`src/rtl/cl_ocl_axil_pkg.sv`:
```
// Shared types and constants for the CL-side OCL AXI4-Lite initiator.
package cl_ocl_axil_pkg;

  typedef enum logic [2:0] {
    ST_IDLE,
    ST_WR_AW_W,
    ST_WR_B,
    ST_RD_AR,
    ST_RD_R,
    ST_RSP
  } state_t;

  localparam logic [1:0] RESP_OKAY   = 2'b00;
  localparam logic [1:0] RESP_SLVERR = 2'b10;
  localparam logic [1:0] RESP_DECERR = 2'b11;

  typedef struct packed {
    logic        write;
    logic [31:0] addr;
    logic [31:0] wdata;
    logic [3:0]  wstrb;
  } cmd_t;

  // Word alignment check on the two low address bits.
  function automatic logic is_aligned(input logic [1:0] addr_lo);
    return addr_lo == 2'b00;
  endfunction

endpackage

```
`src/rtl/cl_ocl_axil_timeout_ctr.sv`:
```
// Loadable saturating 16-bit counter with a terminal-count flag; used to
// bound the wait for B/R responses.
module cl_ocl_axil_timeout_ctr #(
  parameter int unsigned TERMINAL = 1023
) (
  input  logic clk_main_a0,
  input  logic rst_main_n,
  input  logic load,
  input  logic en,
  output logic tc
);

  logic [15:0] count;

  // Clear on load, otherwise count up while enabled and stick at all-ones.
  // NOTE: sequential state is updated with <= only, so every flop samples
  // pre-edge values regardless of statement order.
  always_ff @(posedge clk_main_a0 or negedge rst_main_n) begin
    if (!rst_main_n) begin
      count <= '0;
    end else if (load) begin
      count <= '0;
    end else if (en && (count != 16'hFFFF)) begin
      count <= count + 16'd1;
    end
  end

  assign tc = (count == 16'(TERMINAL));

endmodule

```
`src/rtl/cl_ocl_axil_master.sv`:
```
// Single-outstanding AXI4-Lite initiator: one command in, one AXI-Lite read
// or write out, one completion back. Late responses after a timeout are
// drained before the next command is accepted.
module cl_ocl_axil_master
  import cl_ocl_axil_pkg::*;
#(
  parameter int unsigned TIMEOUT_CYCLES = 1024,
  parameter logic [31:0] TIMEOUT_RDATA  = 32'hDEAD_BEEF
) (
  input  logic        clk_main_a0,
  input  logic        rst_main_n,
  input  logic        cmd_valid,
  output logic        cmd_ready,
  input  logic        cmd_write,
  input  logic [31:0] cmd_addr,
  input  logic [31:0] cmd_wdata,
  input  logic [3:0]  cmd_wstrb,
  output logic        rsp_valid,
  input  logic        rsp_ready,
  output logic [31:0] rsp_rdata,
  output logic [1:0]  rsp_resp,
  output logic        rsp_timeout,
  output logic        m_awvalid,
  output logic [31:0] m_awaddr,
  input  logic        m_awready,
  output logic        m_wvalid,
  output logic [31:0] m_wdata,
  output logic [3:0]  m_wstrb,
  input  logic        m_wready,
  input  logic        m_bvalid,
  input  logic [1:0]  m_bresp,
  output logic        m_bready,
  output logic        m_arvalid,
  output logic [31:0] m_araddr,
  input  logic        m_arready,
  input  logic        m_rvalid,
  input  logic [31:0] m_rdata,
  input  logic [1:0]  m_rresp,
  output logic        m_rready,
  output logic        busy
);

  state_t state;
  cmd_t   cmd_q;
  logic   drain;
  logic   out_of_reset;
  logic   tc;
  logic   ctr_en;
  logic   aw_done;
  logic   w_done;

  // Address/data outputs come straight from the latched command flops.
  assign m_awaddr = cmd_q.addr;
  assign m_araddr = cmd_q.addr;
  assign m_wdata  = cmd_q.wdata;
  assign m_wstrb  = cmd_q.wstrb;

  // A channel is finished once its valid has dropped or is handshaking now.
  assign aw_done = !m_awvalid || m_awready;
  assign w_done  = !m_wvalid  || m_wready;

  // out_of_reset keeps cmd_ready low while reset is asserted.
  assign cmd_ready = out_of_reset && (state == ST_IDLE) && !drain;
  assign busy      = (state != ST_IDLE) || drain;

  // The response-wait counter runs only in the B/R wait states and is
  // held at zero elsewhere, so it starts from zero on every entry.
  assign ctr_en = (state == ST_WR_B) || (state == ST_RD_R);

  cl_ocl_axil_timeout_ctr #(
    .TERMINAL (TIMEOUT_CYCLES - 1)
  ) u_timeout_ctr (
    .clk_main_a0 (clk_main_a0),
    .rst_main_n  (rst_main_n),
    .load        (!ctr_en),
    .en          (ctr_en),
    .tc          (tc)
  );

  // Transaction FSM with registered AXI and response outputs.
  always_ff @(posedge clk_main_a0 or negedge rst_main_n) begin
    if (!rst_main_n) begin
      state        <= ST_IDLE;
      cmd_q        <= '0;
      drain        <= 1'b0;
      out_of_reset <= 1'b0;
      m_awvalid    <= 1'b0;
      m_wvalid     <= 1'b0;
      m_bready     <= 1'b0;
      m_arvalid    <= 1'b0;
      m_rready     <= 1'b0;
      rsp_valid    <= 1'b0;
      rsp_rdata    <= '0;
      rsp_resp     <= RESP_OKAY;
      rsp_timeout  <= 1'b0;
    end else begin
      out_of_reset <= 1'b1;

      // Swallow the one late B or R owed by a timed-out transaction.
      if (drain && (cmd_q.write ? m_bvalid : m_rvalid)) begin
        drain    <= 1'b0;
        m_bready <= 1'b0;
        m_rready <= 1'b0;
      end

      case (state)
        ST_IDLE: begin
          if (cmd_valid && cmd_ready) begin
            cmd_q <= '{write: cmd_write, addr: cmd_addr,
                       wdata: cmd_wdata, wstrb: cmd_wstrb};
            if (!is_aligned(cmd_addr[1:0])) begin
              rsp_valid   <= 1'b1;
              rsp_resp    <= RESP_SLVERR;
              rsp_timeout <= 1'b0;
              rsp_rdata   <= cmd_write ? 32'h0 : TIMEOUT_RDATA;
              state       <= ST_RSP;
            end else if (cmd_write) begin
              m_awvalid <= 1'b1;
              m_wvalid  <= 1'b1;
              state     <= ST_WR_AW_W;
            end else begin
              m_arvalid <= 1'b1;
              state     <= ST_RD_AR;
            end
          end
        end

        ST_WR_AW_W: begin
          if (m_awvalid && m_awready) m_awvalid <= 1'b0;
          if (m_wvalid && m_wready)   m_wvalid  <= 1'b0;
          if (aw_done && w_done) begin
            m_bready <= 1'b1;
            state    <= ST_WR_B;
          end
        end

        ST_WR_B: begin
          if (m_bvalid) begin
            m_bready    <= 1'b0;
            rsp_valid   <= 1'b1;
            rsp_resp    <= m_bresp;
            rsp_rdata   <= 32'h0;
            rsp_timeout <= 1'b0;
            state       <= ST_RSP;
          end else if (tc) begin
            // Leave m_bready high so the late B is absorbed.
            drain       <= 1'b1;
            rsp_valid   <= 1'b1;
            rsp_resp    <= RESP_SLVERR;
            rsp_rdata   <= 32'h0;
            rsp_timeout <= 1'b1;
            state       <= ST_RSP;
          end
        end

        ST_RD_AR: begin
          if (m_arready) begin
            m_arvalid <= 1'b0;
            m_rready  <= 1'b1;
            state     <= ST_RD_R;
          end
        end

        ST_RD_R: begin
          if (m_rvalid) begin
            m_rready    <= 1'b0;
            rsp_valid   <= 1'b1;
            rsp_resp    <= m_rresp;
            rsp_rdata   <= m_rdata;
            rsp_timeout <= 1'b0;
            state       <= ST_RSP;
          end else if (tc) begin
            drain       <= 1'b1;
            rsp_valid   <= 1'b1;
            rsp_resp    <= RESP_SLVERR;
            rsp_rdata   <= TIMEOUT_RDATA;
            rsp_timeout <= 1'b1;
            state       <= ST_RSP;
          end
        end

        ST_RSP: begin
          if (rsp_ready) begin
            rsp_valid <= 1'b0;
            state     <= ST_IDLE;
          end
        end

        default: state <= ST_IDLE;
      endcase
    end
  end

endmodule

```
`config.mk`:
```
export PLATFORM = sky130hd
export DESIGN_NAME = cl_ocl_axil_master
export DESIGN_NICKNAME = d
export VERILOG_FILES = /design/src/rtl/cl_ocl_axil_pkg.sv /design/src/rtl/cl_ocl_axil_timeout_ctr.sv /design/src/rtl/cl_ocl_axil_master.sv
export SDC_FILE = /design/constraint.sdc
export NUM_CORES = 1
export LEC_CHECK = 0
export CORE_MARGIN = 4
export CORE_UTILIZATION = 40
export CTS_CLUSTER_SIZE = 30
export DETAILED_ROUTE_END_ITERATION = 8
export GPL_ROUTABILITY_DRIVEN = 0
export HOLD_SLACK_MARGIN = 0.03
export PLACE_DENSITY = 0.74
export SYNTH_ARGS = -nofsm -noshare
export SYNTH_HDL_FRONTEND = slang
export SYNTH_SLANG_ARGS = --single-unit
```
`constraint.sdc`:
```
create_clock -name clk_main_a0 -period 2.18 [get_ports clk_main_a0]
set_input_delay 0.436 -clock clk_main_a0 [delete_from_list [all_inputs] [get_ports clk_main_a0]]
set_output_delay 0.436 -clock clk_main_a0 [all_outputs]
set_load 0.1 [all_outputs]
```
==> results of run 1 <==
==> state kept, by name, indices dropped and copies added (netlist names) <==
name                 flops
m_araddr                32
m_wdata                 32
rsp_rdata               32
u_timeout_ctr.count     16
m_wstrb                  4
state                    3
rsp_resp                 2
cmd_q                    1
drain                    1
m_arvalid                1
m_awvalid                1
m_bready                 1
m_rready                 1
m_wvalid                 1
out_of_reset             1
rsp_timeout              1
rsp_valid                1
==> cells in the final DEF (no fill, tap or decap), types with 7 or more instances in the layout <==
cell type	netlist	layout
sky130_fd_sc_hd__clkdlybuf4s50_1	0	112
sky130_fd_sc_hd__buf_12	0	7
sky130_fd_sc_hd__nor2b_1	18	18
sky130_fd_sc_hd__o21ai_0	31	31
sky130_fd_sc_hd__and2b_1	8	8
sky130_fd_sc_hd__nand2_1	42	42
sky130_fd_sc_hd__dfrtp_1	131	130
sky130_fd_sc_hd__o21ai_1	20	20
sky130_fd_sc_hd__nand3_1	12	12
sky130_fd_sc_hd__clkbuf_16	0	17
sky130_fd_sc_hd__xnor2_1	10	10
sky130_fd_sc_hd__a22o_1	8	8
sky130_fd_sc_hd__a21oi_1	11	11
sky130_fd_sc_hd__nor2_1	24	24
sky130_fd_sc_hd__buf_4	109	158
sky130_fd_sc_hd__mux2_2	68	68
==> logic make-up after synthesis <==
kind of cell	count (synthesis)	synth area share, %
AO/OA/AOI/OAI	99	9.48
buffers and inverters	133	14.6
adder cells (fa/ha/maj)	1	0.191
XOR/XNOR	10	1.33
other	1	0.0572
AND/OR/NAND/NOR	147	12.6
multiplexers	69	11.8
flip-flops	131	50.0
==> how the worst max path moves through the flow <==
stage | slack [ns] | end | startpoint | cells after the start
6_report | 0.08 | cmd_ready | state[1]$_DFFE_PN0P_ | 3
5_1_grt | 0.01 | cmd_ready | state[1]$_DFFE_PN0P_ | 3
4_1_cts | 0.03 | cmd_ready | state[2]$_DFFE_PN0P_ | 3
3_5_place_dp | 0.14 | m_araddr[13]$_DFFE_PN0P_ | cmd_valid | 6
3_3_place_gp | 0.16 | m_araddr[23]$_DFFE_PN0P_ | cmd_valid | 6
2_1_floorplan | 0.17 | busy | state[1]$_DFFE_PN0P_ | 4
==> per-stage QoR <==
stage                     area (µm²)  worst slack (ns)  hold WS, ns
after global routing            9030            0.0125        0.518
after global placement          8370             0.160        0.369
after CTS                       9030            0.0267        0.487
after floorplan                 6560             0.170        0.140
final                           9030            0.0792        0.483
after detailed placement        8370             0.140        0.375
==> timing repair <==
item / CTS / global route
hold endpoints to repair: 38 / 0
buffers inserted: 0 / 0
cloned: 0 / 0
gates resized for setup: 1 / 1
hold buffers: 1 / 0
setup endpoints to repair: 2 / 1
==> area by class of cell <==
cell class / count / share of cell area, %
clock buffer: 19 / 4.90
multi-input combinational: 327 / 26.0
inverter: 5 / 0.208
tap: 216 / 2.99
sequential: 131 / 36.3
timing repair buffer: 279 / 27.3
clock inverter: 12 / 2.24
==> metal layers <==
| layer | track usage (%) | vias up | part of all wire [%] |
|---|---|---|---|
| met5 | 0 | - | 0 |
| met4 | 5.99 | 0 | 1.4 |
| met3 | 6.18 | 11 | 8.1 |
| met2 | 34.2 | 169 | 54 |
| met1 | 19.9 | 2351 | 36 |
| li1 | - | 2281 | - |
==> worst reg2reg max path, stage by stage, from the launching register on <==
cell and delay (ns):
sky130_fd_sc_hd__dfrtp_1 0.44, sky130_fd_sc_hd__ha_1 0.31, sky130_fd_sc_hd__nor3b_1 0.20, sky130_fd_sc_hd__and4b_2 0.34, sky130_fd_sc_hd__o211ai_4 0.13, sky130_fd_sc_hd__buf_12 0.20
sky130_fd_sc_hd__a22o_1 0.20
==> results by stage, run 1 <==
Clock tree:
- The buffer levels on the longest clock path is 2.
- The count of clock tree sinks is 131.
- The register clock-pin slew on the reported worst setup and hold paths is 0.06 ns.
- The worst-skew pair later-pin latency is 0.41 ns.
- The H-tree generated during clock tree synthesis spans 4 levels.
- The clock tree root buffer cell is sky130_fd_sc_hd__clkbuf_16.
- The CTS tree is yes.
- The number of buffers created by CTS is 17.

Synthesis:
- By area the synthesized netlist is led by sky130_fd_sc_hd__dfrtp_1, sky130_fd_sc_hd__buf_4, sky130_fd_sc_hd__mux2_2, sky130_fd_sc_hd__nand2_1, sky130_fd_sc_hd__o21ai_0.
- Counting every net in the synthesized netlist gives 706.
- The mapped netlist covers 6560 µm².
- The most frequently used flop master after synthesis is sky130_fd_sc_hd__dfrtp_1.
- The synthesized netlist cell count is 591.
- The netlist uses 61 different library cells.
- The leading area contributor after synthesis is sky130_fd_sc_hd__dfrtp_1.
- Summing the sequential cell areas from Yosys gives 50.0% of the chip area.
- Dividing the synthesized area by the synthesized cell count gives 11.1 µm².
- After synthesis, the most frequently instantiated cells are sky130_fd_sc_hd__dfrtp_1, sky130_fd_sc_hd__buf_4, sky130_fd_sc_hd__mux2_2.
- The share of flip-flops with an asynchronous set or reset is between 90% and 100%.
- The share of the synthesized area in the top cell type is 50.0%.
- The cell with the most instances after synthesis is sky130_fd_sc_hd__dfrtp_1.
- The number of enable flip-flop cells after synthesis is 0.
- During synthesis, Yosys emitted a total of 0 warnings.
- In this run, synthesis produced a sequential element count of 131.

Floorplan:
- The floorplan core area is ~16000 µm².
- The floorplan step set the die height to 136 µm.
- The die is 136 µm wide.
- The number of cell rows is 46.
- The die covers around 19000 µm².
- The total I/O pin count is 257.
- For this configuration, the core starts out at a cell density of 41.0%.

STA:
- After layout, the worst path uses between 90% and 100% of the clock period.
- Setup violations remaining at the end of the flow were counted as 0.
- The count of endpoints failing hold in the final timing report is 0.
- Setup repair after global routing left no endpoint under its margin.
- Across the routed clock network, the largest skew measured is approximately 0.011 ns.
- At the pin with the least slew margin, the transition time is 0.558 ns.
- Headroom to the max-slew limit came out at 62.7%.
- Summed over all failing endpoints, the final setup total negative slack is 0 ns.
- The final period demand of the worst path is 2.10 ns.
- The final number of max-transition violations is 0.
- The timing-limited maximum frequency is 476 MHz.

Detailed routing:
- The routed via count divided by cell count is 4.87.
- The first TritonRoute pass finished after 4 iterations.
- After detailed routing, the number of remaining DRC violations is 0.
- For this block, the routed nets add up to 17.1 mm of wire.
- The routed length per instance is 17.3 µm.
- Once detail routing completed, the nets flagged for antenna violations numbered 0.
- After the first detailed-routing iteration, the DRC count stood at 184.
- The routed layout has 4812 vias.

Worst setup path:
- The required time of the critical path is 1.74 ns.
- The cell depth of the worst flop-to-flop path is 6.
- The startpoint type of the worst setup path is a flip-flop.
- The number of buffer and inverter instances along the worst setup path is 1.
- The slowest stage of the critical path belongs to the cell sky130_fd_sc_hd__dfrtp_1.
- The worst flop-to-flop path startpoint is u_timeout_ctr.count[0]$_DFFE_PN0P_.
- The kind of cell with the highest combined delay along the critical path is simple AND/OR/NAND/NOR gates.
- The worst-path maximum fanout is 11.
- The critical path endpoint category is an output pin.
- The signal on the critical path passes through nor3_2, and3_2, buf_12.
- The highest cell delay on the worst timing path is approximately 0.50 ns.
- The worst register-to-register path ends at rsp_rdata[4]$_DFFE_PN0P_.
- The arrival time at the worst endpoint is 1.66 ns.
- The worst setup path is of the reg -> out kind.
- The register-to-register setup slack is ~0.26 ns.

Placement:
- The placed wire-length estimate after detailed placement is 13.3 mm.
- During placement, the flow inserted port buffers numbering 256.
- Once placement completed, the tool counted placed cells totaling approximately 960.

Global routing:
- The number of global-route vias before repair is between 4000 and 5000.
- The global-route usage over all layers is a little under a fifth.
- The wire length of the first global-routing pass is approximately 26 mm.
- The initial antenna violation count was 0.
- The largest net degree at the start of global routing is 48.
- The global route total overflow is 0.

Cells and area:
- Excluding fillers, the count of instances in the completed layout stands at 989.
- The total inserted antenna cells is 0.
- The synthesis-to-layout area growth is 37.6%.
- The final-stage net count is between 800 and 900.
- In the final layout, flip-flops and latches occupy 3280 µm².
- The number of fill cells is 1343.
- In the final layout, the share of cells above drive strength 1 is 37.3%.
- The area of combinational cells with multiple inputs is 2350 µm².
- Once layout is complete, the utilization of the core stands at between 50% and 60%.

Flow run:
- The count of max-cap constraint violations is 0.

Min path:
- For hold timing, the worst endpoint is rsp_rdata[13]$_DFFE_PN0P_.
- Counting instances, the worst hold path has a depth of 2.
- The path class of the tightest hold or removal check is reg -> reg.
- In this run the most critical hold path is launched from rsp_rdata[13]$_DFFE_PN0P_.

Outcome:
- The run finished with clean final reports.
Power of run 1 is not shown: default switching activity piles up to over one toggle a cycle in this logic, so the estimate is an artifact.
==> inputs of run 2 (changes only) <==
- ABC_CLOCK_PERIOD_IN_PS: default -> 2180
- CORE_UTILIZATION: 40 -> 45
- PLACE_DENSITY: 0.74 -> 0.82
- SYNTH_HIERARCHICAL: default -> 1
==> results by stage, run 2 <==
Synthesis:
- The cell area after synthesis is 6690 µm² (+2.0%).
- The synthesized netlist cell count was 567 (-4.1%).
- The most frequently used flop master after synthesis is sky130_fd_sc_hd__dfrtp_1.
- The commonest cells after synthesis are sky130_fd_sc_hd__dfrtp_1, sky130_fd_sc_hd__buf_4, sky130_fd_sc_hd__mux2_2.
- The count of warnings emitted by yosys is 6 (+6).
- Ranked by total cell area, the synthesized netlist is headed by sky130_fd_sc_hd__dfrtp_1, sky130_fd_sc_hd__buf_4, sky130_fd_sc_hd__mux2_2, sky130_fd_sc_hd__mux2_4, sky130_fd_sc_hd__mux2_1.
- The share of flip-flops with an asynchronous set or reset is 100% (unchanged).
- The flip-flop and latch count after synthesis was 131 (unchanged).
- The number of enable flip-flop cells after synthesis is 0 (unchanged).
- The number of library cell types mapped by synthesis was 60 (-1.6%).
- The net count after synthesis is 682 (-3.4%).
- The part of the Yosys area used for sequential elements is 49.0% (-0.99 points).
- Yosys instantiated no cell more often than sky130_fd_sc_hd__dfrtp_1.
- The post-synthesis average cell area is 11.8 µm² (+6.3%).
- The share of the synthesized area in the top cell type is 49.0% (-0.99 points).
- sky130_fd_sc_hd__dfrtp_1 takes more of the synthesized area than any other cell.

Placement:
- The post-placement worst setup slack was -0.0281 ns (-0.168 ns).
- The cell area after placement is 8550 µm² (+2.2%).
- The placed wire-length estimate after detailed placement is 12.6 mm (-5.4%).
- The number of port buffers is 256 (unchanged).

Worst setup path:
- The number of buffer and inverter instances along the worst setup path was 3 (+2).
- The cell depth of the worst flop-to-flop path was 7 (+1).
- The arrival time at the worst endpoint was 1.67 ns (about the same).
- The register-to-register setup slack is 0.12 ns (-0.14 ns).
- The worst flop-to-flop path startpoint is u_timeout_ctr/count[0]$_DFFE_PN0P_.
- The required time of the critical path was 1.74 ns (about the same).
- The critical path depth in cells is 5 (+2).
- STA classifies the critical path startpoint as a flip-flop.
- The worst-path maximum fanout came to 5 (-6).
- By startpoint and endpoint, the worst setup path is classified as reg -> out.
- The highest cell delay on the worst timing path is 0.38 ns (-0.12 ns).
- STA classifies the critical path endpoint as an output pin.
- The cell repeated most along the worst path is sky130_fd_sc_hd__buf_4.
- The signal on the critical path passes through buf_4, nor3_4, buf_4, and3_1, buf_12.
- The critical path ends at cmd_ready.
- The library cell contributing the largest single delay on the critical path is sky130_fd_sc_hd__dfrtp_1.
- Tracing the worst setup path back leads to its startpoint at state[1]$_DFFE_PN0P_.
- The largest delay contributor family on the critical path is buffers and inverters.
- The worst register-to-register path ends at rsp_rdata[25]$_DFFE_PN0P_.

Clock tree:
- The number of buffers created by CTS is 17 (unchanged).
- The number of H-tree branching levels is 4 (unchanged).
- The register clock-pin slew on the reported worst setup and hold paths is 0.06 ns (about the same).
- The buffer levels on the longest clock path is 2 (unchanged).
- The count of clock tree sinks is 131 (unchanged).
- TritonCTS built the clock tree.
- The worst-skew pair later-pin latency is 0.41 ns (about the same).
- Clock tree synthesis selected as its root buffer the cell sky130_fd_sc_hd__clkbuf_16.

Global routing:
- The global route total overflow came to 0 (unchanged).
- The number of global-route vias before repair is 5002 (+0.93%).
- The wire length of the first global-routing pass came to 25.7 mm (-2.7%).
- The global-route usage over all layers is 19.4% (+0.85 points).
- The largest net degree at the start of global routing was 54 (+13%).
- The initial antenna violation count is 0 (unchanged).

Cells and area:
- The final-stage net count was 873 (-0.34%).
- The most common cell after layout, fill and taps aside is sky130_fd_sc_hd__buf_4.
- The synthesis-to-layout area growth is 38.4%.
- The total inserted antenna cells is 0 (unchanged).
- The library cells used most frequently in the layout, excluding fill and tap cells, are sky130_fd_sc_hd__buf_4, sky130_fd_sc_hd__dfrtp_1, sky130_fd_sc_hd__clkdlybuf4s50_1, sky130_fd_sc_hd__mux2_2, sky130_fd_sc_hd__nor2b_1.
- The fraction of final layout cells sized beyond drive strength 1 is 39.8% (+2.6 points).
- The area of combinational cells with multiple inputs is 2490 µm² (+6.0%).
- The final instance area came to 9270 µm² (+2.6%).
- The combined flip-flop and latch cell area is 3280 µm² (unchanged).
- The number of fill cells is 1081 (-20%).

STA:
- The final number of max-transition violations is 0 (unchanged).
- Setup repair after global routing left no endpoint under its margin.
- The transition time of the tightest slew-check pin was 0.636 ns (+0.0778 ns).
- The slack of the critical path is 0.0744 ns (-0.00481 ns).
- The timing-limited maximum frequency is 475 MHz (-0.23%).
- The final period demand of the worst path was 2.11 ns (+0.00481 ns).
- The worst setup skew after layout is 0.00948 ns (-0.00124 ns).
- The setup violation total in the final timing report is 0 (unchanged).
- The count of endpoints failing hold in the final timing report was 0 (unchanged).
- The relative max-transition margin is 57.5% (-5.2 points).
- The fraction of the cycle the final worst path needs is 96.6% (+0.22 points).

Flow run:
- The count of max-cap constraint violations was 0 (unchanged).

Floorplan:
- The total I/O pin count is 257 (unchanged).
- The horizontal die dimension is 130 µm (-4.5%).
- The number of cell rows was 44 (-4.3%).
- The effective utilization at floorplan was 46.1% (+5.0 points).
- The floorplan core area came to 14500 µm² (-9.2%).
- The die height is 130 µm (-4.5%).
- The area of the die is 16900 µm² (-8.8%).

Detailed routing:
- The routed via count divided by cell count was 5.13 (+5.4%).
- The DRC violation total after the first TritonRoute iteration is 259 (+41%).
- The wire length on met1 is 6.35 mm (+2.4%).
- The first-pass detailed-route iteration total is 5 (+1).
- The number of nets with antenna violations after routing is 0 (unchanged).
- The sum of routed wire length over all layers was 16.7 mm (-2.4%).
- The number of vias after detailed routing is 4898 (+1.8%).
- The routed length per instance is 17.5 µm (+1.1%).
- The met2 wire length was 8.63 mm (-7.0%).
- Routed signal wires occupy layers up through met4.
- The met3 wire length was 1.20 mm (-14%).
- The total DRC errors in the routed layout was 0 (unchanged).

Min path:
- The worst min-delay path category is reg -> reg.
- In this run the most critical hold path is launched from rsp_rdata[23]$_DFFE_PN0P_.
- The worst hold path depth is 1 (-1).

Outcome:
- The run finished with clean final reports.
[run 2: cell count changes after synthesis, moves of 5 or more]
cell,change
sky130_fd_sc_hd__and2b_1,-8
sky130_fd_sc_hd__mux2_1,+20
sky130_fd_sc_hd__mux2_2,-9
sky130_fd_sc_hd__mux2_4,+19
sky130_fd_sc_hd__nand2_1,-24
sky130_fd_sc_hd__nor2_1,-8
sky130_fd_sc_hd__nor2b_1,+13
sky130_fd_sc_hd__o21ai_0,-8
sky130_fd_sc_hd__o21ai_1,-9
sky130_fd_sc_hd__o21ai_2,-5
sky130_fd_sc_hd__or3_1,+8
sky130_fd_sc_hd__xnor2_1,-9
[run 2: what timing repair did]
| item | in CTS | in global routing |
|---|---|---|
| endpoints found under the hold margin | 35 | 0 |
| endpoints found under the setup margin | 2 | 16 |
| resized for setup | 3 | 2 |
| hold buffers | 1 | 0 |
| setup buffers | 1 | 3 |
| gates cloned | 0 | 1 |
[run 2: layer usage]
| metal | GRT usage (%) | vias up |
|---|---|---|
| met5 | 0 | - |
| met4 | 7.82 | 0 |
| met3 | 4.46 | 33 |
| met2 | 34.2 | 218 |
| met1 | 22.9 | 2380 |
| li1 | - | 2267 |
[run 2: through the flow]
| step | TNS (ns) | util (%) | hold WS (ns) | instances |
|---|---|---|---|---|
| after floorplan | 0 | - | 0.140 | 567 |
| after global placement | -0.0146 | 58.8 | 0.431 | 917 |
| after detailed placement | -0.0684 | 58.8 | 0.438 | 917 |
| after CTS | 0 | 63.4 | 0.491 | 951 |
| after global routing | 0 | 63.7 | 0.501 | 955 |
| final | 0 | 63.7 | 0.487 | 955 |
[run 2: worst reg2reg max path, cell delays in order (launching register included)]
cell	delay, ns
sky130_fd_sc_hd__dfrtp_1	0.35
sky130_fd_sc_hd__ha_2	0.22
sky130_fd_sc_hd__nand4_4	0.13
sky130_fd_sc_hd__nor3_1	0.26
sky130_fd_sc_hd__and3_1	0.24
sky130_fd_sc_hd__o21a_2	0.21
sky130_fd_sc_hd__buf_12	0.17
sky130_fd_sc_hd__mux2_2	0.35
[run 2: how the worst min path moves through the flow]
stage / to
detailed placement: m_wdata[0]$_DFFE_PN0P_
global route: rsp_rdata[23]$_DFFE_PN0P_
floorplan: cmd_q[68]$_DFFE_PN0P_
global placement: m_wdata[31]$_DFFE_PN0P_
CTS: m_wdata[11]$_DFFE_PN0P_
finish: rsp_rdata[23]$_DFFE_PN0P_
[run 2: layout make-up]
type	instances	share of cell area, %
well taps	184	2.48
clock inverters	14	2.19
repair buffers	297	28.1
clock buffers	18	4.63
flip-flops and latches	131	35.4
inverters	8	0.324
multi-input cells	303	26.9
[run 2: kinds of logic after synthesis]
group,count (synthesis),share of synthesized area [%]
flip-flops,131,49.0
AO/OA/AOI/OAI,82,8.41
multiplexers,100,17.9
adder cells (fa/ha/maj),1,0.187
buffers and inverters,133,14.1
XOR/XNOR,2,0.262
other,1,0.0560
AND/OR/NAND/NOR,117,10.2
Power of run 2 is left out for the same reason.
==> inputs of run 3 (changes only) <==
- CELL_PAD_IN_SITES_DETAIL_PLACEMENT: default -> 1
- CELL_PAD_IN_SITES_GLOBAL_PLACEMENT: default -> 2
- CORE_UTILIZATION: 45 -> 27
- PLACE_DENSITY: 0.82 -> default
- PLACE_DENSITY_LB_ADDON: default -> 0.1
==> results by stage, run 3 (synthesized netlist as in run 2, its figures left out) <==
Outcome:
- The run finished with clean final reports.

Worst setup path:
- The number of buffer and inverter instances along the worst setup path is 2 (-1).
- The required time of the critical path is 1.74 ns (about the same).
- The highest cell delay on the worst timing path is 0.50 ns (+0.12 ns).
- The worst-path maximum fanout was 10 (+5).
- The path type of the worst setup path is reg -> out.
- Among cell families on the critical path, the largest total delay comes from flip-flops.
- Walking the worst path, the cells encountered are nor3_4, buf_4, and3_4, buf_12.
- The worst setup path is launched from a flip-flop.
- The critical path endpoint category is an output pin.
- The arrival time at the worst endpoint is 1.67 ns (about the same).
- The largest individual stage delay along the critical path comes from the cell sky130_fd_sc_hd__dfrtp_2.

Clock tree:
- The number of H-tree branching levels is 4 (unchanged).
- TritonCTS built the clock tree.
- The number of buffers created by CTS came to 17 (unchanged).
- The worst-skew pair later-pin latency is 0.42 ns (about the same).
- The register clock-pin slew on the reported worst setup and hold paths came to 0.06 ns (about the same).
- The count of clock tree sinks is 131 (unchanged).
- The tree is rooted in a sky130_fd_sc_hd__clkbuf_16.
- The buffer levels on the longest clock path is 2 (unchanged).

STA:
- The final period demand of the worst path is 2.11 ns (-0.0000314 ns).
- The slack of the critical path is 0.0744 ns (+0.0000314 ns).
- The setup TNS came to 0 ns (unchanged).
- The setup violation total in the final timing report is 0 (unchanged).
- The relative max-transition margin came to 58.6% (+1.1 points).
- The final number of max-transition violations came to 0 (unchanged).
- The transition time of the tightest slew-check pin is 0.617 ns (-0.0186 ns).
- The worst setup skew after layout came to 0.0137 ns (+0.00425 ns).
- Setup repair after global routing left no endpoint under its margin.
- The count of endpoints failing hold in the final timing report is 0 (unchanged).
- The timing-limited maximum frequency is 475 MHz (about the same).
- The fraction of the cycle the final worst path needs came to 96.6% (about the same).

Detailed routing:
- The sum of routed wire length over all layers is 19.7 mm (+18%).
- The number of nets with antenna violations after routing is 0 (unchanged).
- The total DRC errors in the routed layout is 0 (unchanged).
- The DRC violation total after the first TritonRoute iteration was 157 (-39%).
- The routed via count divided by cell count came to 4.42 (-14%).
- The routed length per instance was 18.0 µm (+2.7%).
- The first-pass detailed-route iteration total came to 3 (-2).
- The number of vias after detailed routing is 4848 (-1.0%).

Global routing:
- The global-route usage over all layers was 14.1% (-5.3 points).
- The largest net degree at the start of global routing is 51 (-5.6%).
- The number of global-route vias before repair is 5210 (+4.2%).
- The initial antenna violation count came to 1 (+1).
- The wire length of the first global-routing pass came to 29.8 mm (+16%).
- The global route total overflow is 0 (unchanged).

Cells and area:
- The post-route non-filler standard cell count is 1097 (+15%).
- The number of fill cells is 2633 (+140%).
- The synthesis-to-layout area growth is 40.2%.
- The most common cell after layout, fill and taps aside is sky130_fd_sc_hd__buf_4.
- The final-stage net count came to 875 (+0.23%).
- The fraction of the core area covered by cells at the end of the flow is 38.6% (-25 points).
- The fraction of final layout cells sized beyond drive strength 1 is 39.8% (about the same).
- The top cell types in the final layout, fill and taps aside, are sky130_fd_sc_hd__buf_4, sky130_fd_sc_hd__dfrtp_1, sky130_fd_sc_hd__clkdlybuf4s50_1, sky130_fd_sc_hd__mux2_2, sky130_fd_sc_hd__nor2b_1.
- The total inserted antenna cells is 0 (unchanged).
- The area of combinational cells with multiple inputs came to 2490 µm² (+0.25%).
- The combined flip-flop and latch cell area is 3280 µm² (unchanged).

Placement:
- The number of port buffers was 256 (unchanged).
- The post-placement worst setup slack was -0.0603 ns (-0.0322 ns).
- The placed wire-length estimate after detailed placement is 15.1 mm (+19%).
- The number of placed instances with taps included is 1062 (+16%).

Floorplan:
- The effective utilization at floorplan was 27.5% (-19 points).
- The area of the die is 27400 µm² (+62%).
- The number of cell rows came to 57 (+30%).
- The floorplan core area is 24300 µm² (+67%).
- The die height is 165 µm (+27%).
- The total I/O pin count is 257 (unchanged).
- The horizontal die dimension is 165 µm (+27%).

Min path:
- The worst min-delay path category is reg -> reg.

Flow run:
- The count of max-cap constraint violations is 0 (unchanged).
## run 3: changes by cell type in the layout (fill, tap and decap cells not counted), sizes merged
cell	before	now
bufinv	4	1
inv	11	13
buf	183	186
clkinv	6	3
clkinvlp	1	4
## run 3: timing repair
| item | 4_1_cts | 5_1_grt |
|---|---|---|
| setup buffers | 0 | 2 |
| gates resized for setup | 5 | 3 |
| hold buffers | 1 | 0 |
| endpoints found under the hold margin | 39 | 0 |
| endpoints found under the setup margin | 2 | 28 |
| pin swaps | 0 | 1 |
## run 3: per-layer routing
metal,routed length [µm],track usage [%]
met3,1920,5.36
met2,9620,23.9
met1,7930,16.6
met5,13,0
met4,229,4.16
## run 3: layout make-up
cell class	count	area share [%]
Sequential cell	131	35.0
Timing Repair Buffer	299	27.9
Multi-Input combinational cell	303	26.6
Clock buffer	19	4.61
Tap cell	324	4.32
Clock inverter	13	1.35
Inverter	8	0.320
## run 3: worst reg2reg max path, cell delays in order, from the launching register on
cell	delay (ns)
sky130_fd_sc_hd__dfrtp_1	0.35
sky130_fd_sc_hd__ha_1	0.22
sky130_fd_sc_hd__nand4_4	0.12
sky130_fd_sc_hd__nor3_2	0.22
sky130_fd_sc_hd__and3_1	0.26
sky130_fd_sc_hd__o21a_1	0.22
sky130_fd_sc_hd__buf_12	0.20
sky130_fd_sc_hd__mux2_2	0.36
## run 3: path summary, 6_finish.rpt
kind / from / endpoint / slack, ns / depth (start not counted)
worst min register to register: m_wdata[4]$_DFFE_PN0P_ / m_wdata[4]$_DFFE_PN0P_ / 0.49 / 1
worst min-delay path: m_wdata[4]$_DFFE_PN0P_ / m_wdata[4]$_DFFE_PN0P_ / 0.49 / 1
worst max register to register: u_timeout_ctr/count[0]$_DFFE_PN0P_ / rsp_rdata[25]$_DFFE_PN0P_ / 0.13 / 7
worst max-delay path: state[0]$_DFFE_PN0P_ / cmd_ready / 0.07 / 4
min in group asynchronous: rst_main_n / m_araddr[11]$_DFFE_PN0P_ / 0.51 / 2
max in group asynchronous: rst_main_n / m_wdata[16]$_DFFE_PN0P_ / 1.03 / 3
## run 3: stage by stage
step	hold WS (ns)	area, µm²
after floorplan	0.140	6690
after global placement	0.389	8770
after detailed placement	0.396	8770
after CTS	0.491	9360
after global routing	0.502	9380
final	0.489	9380
Power of run 3 is left out for the same reason.
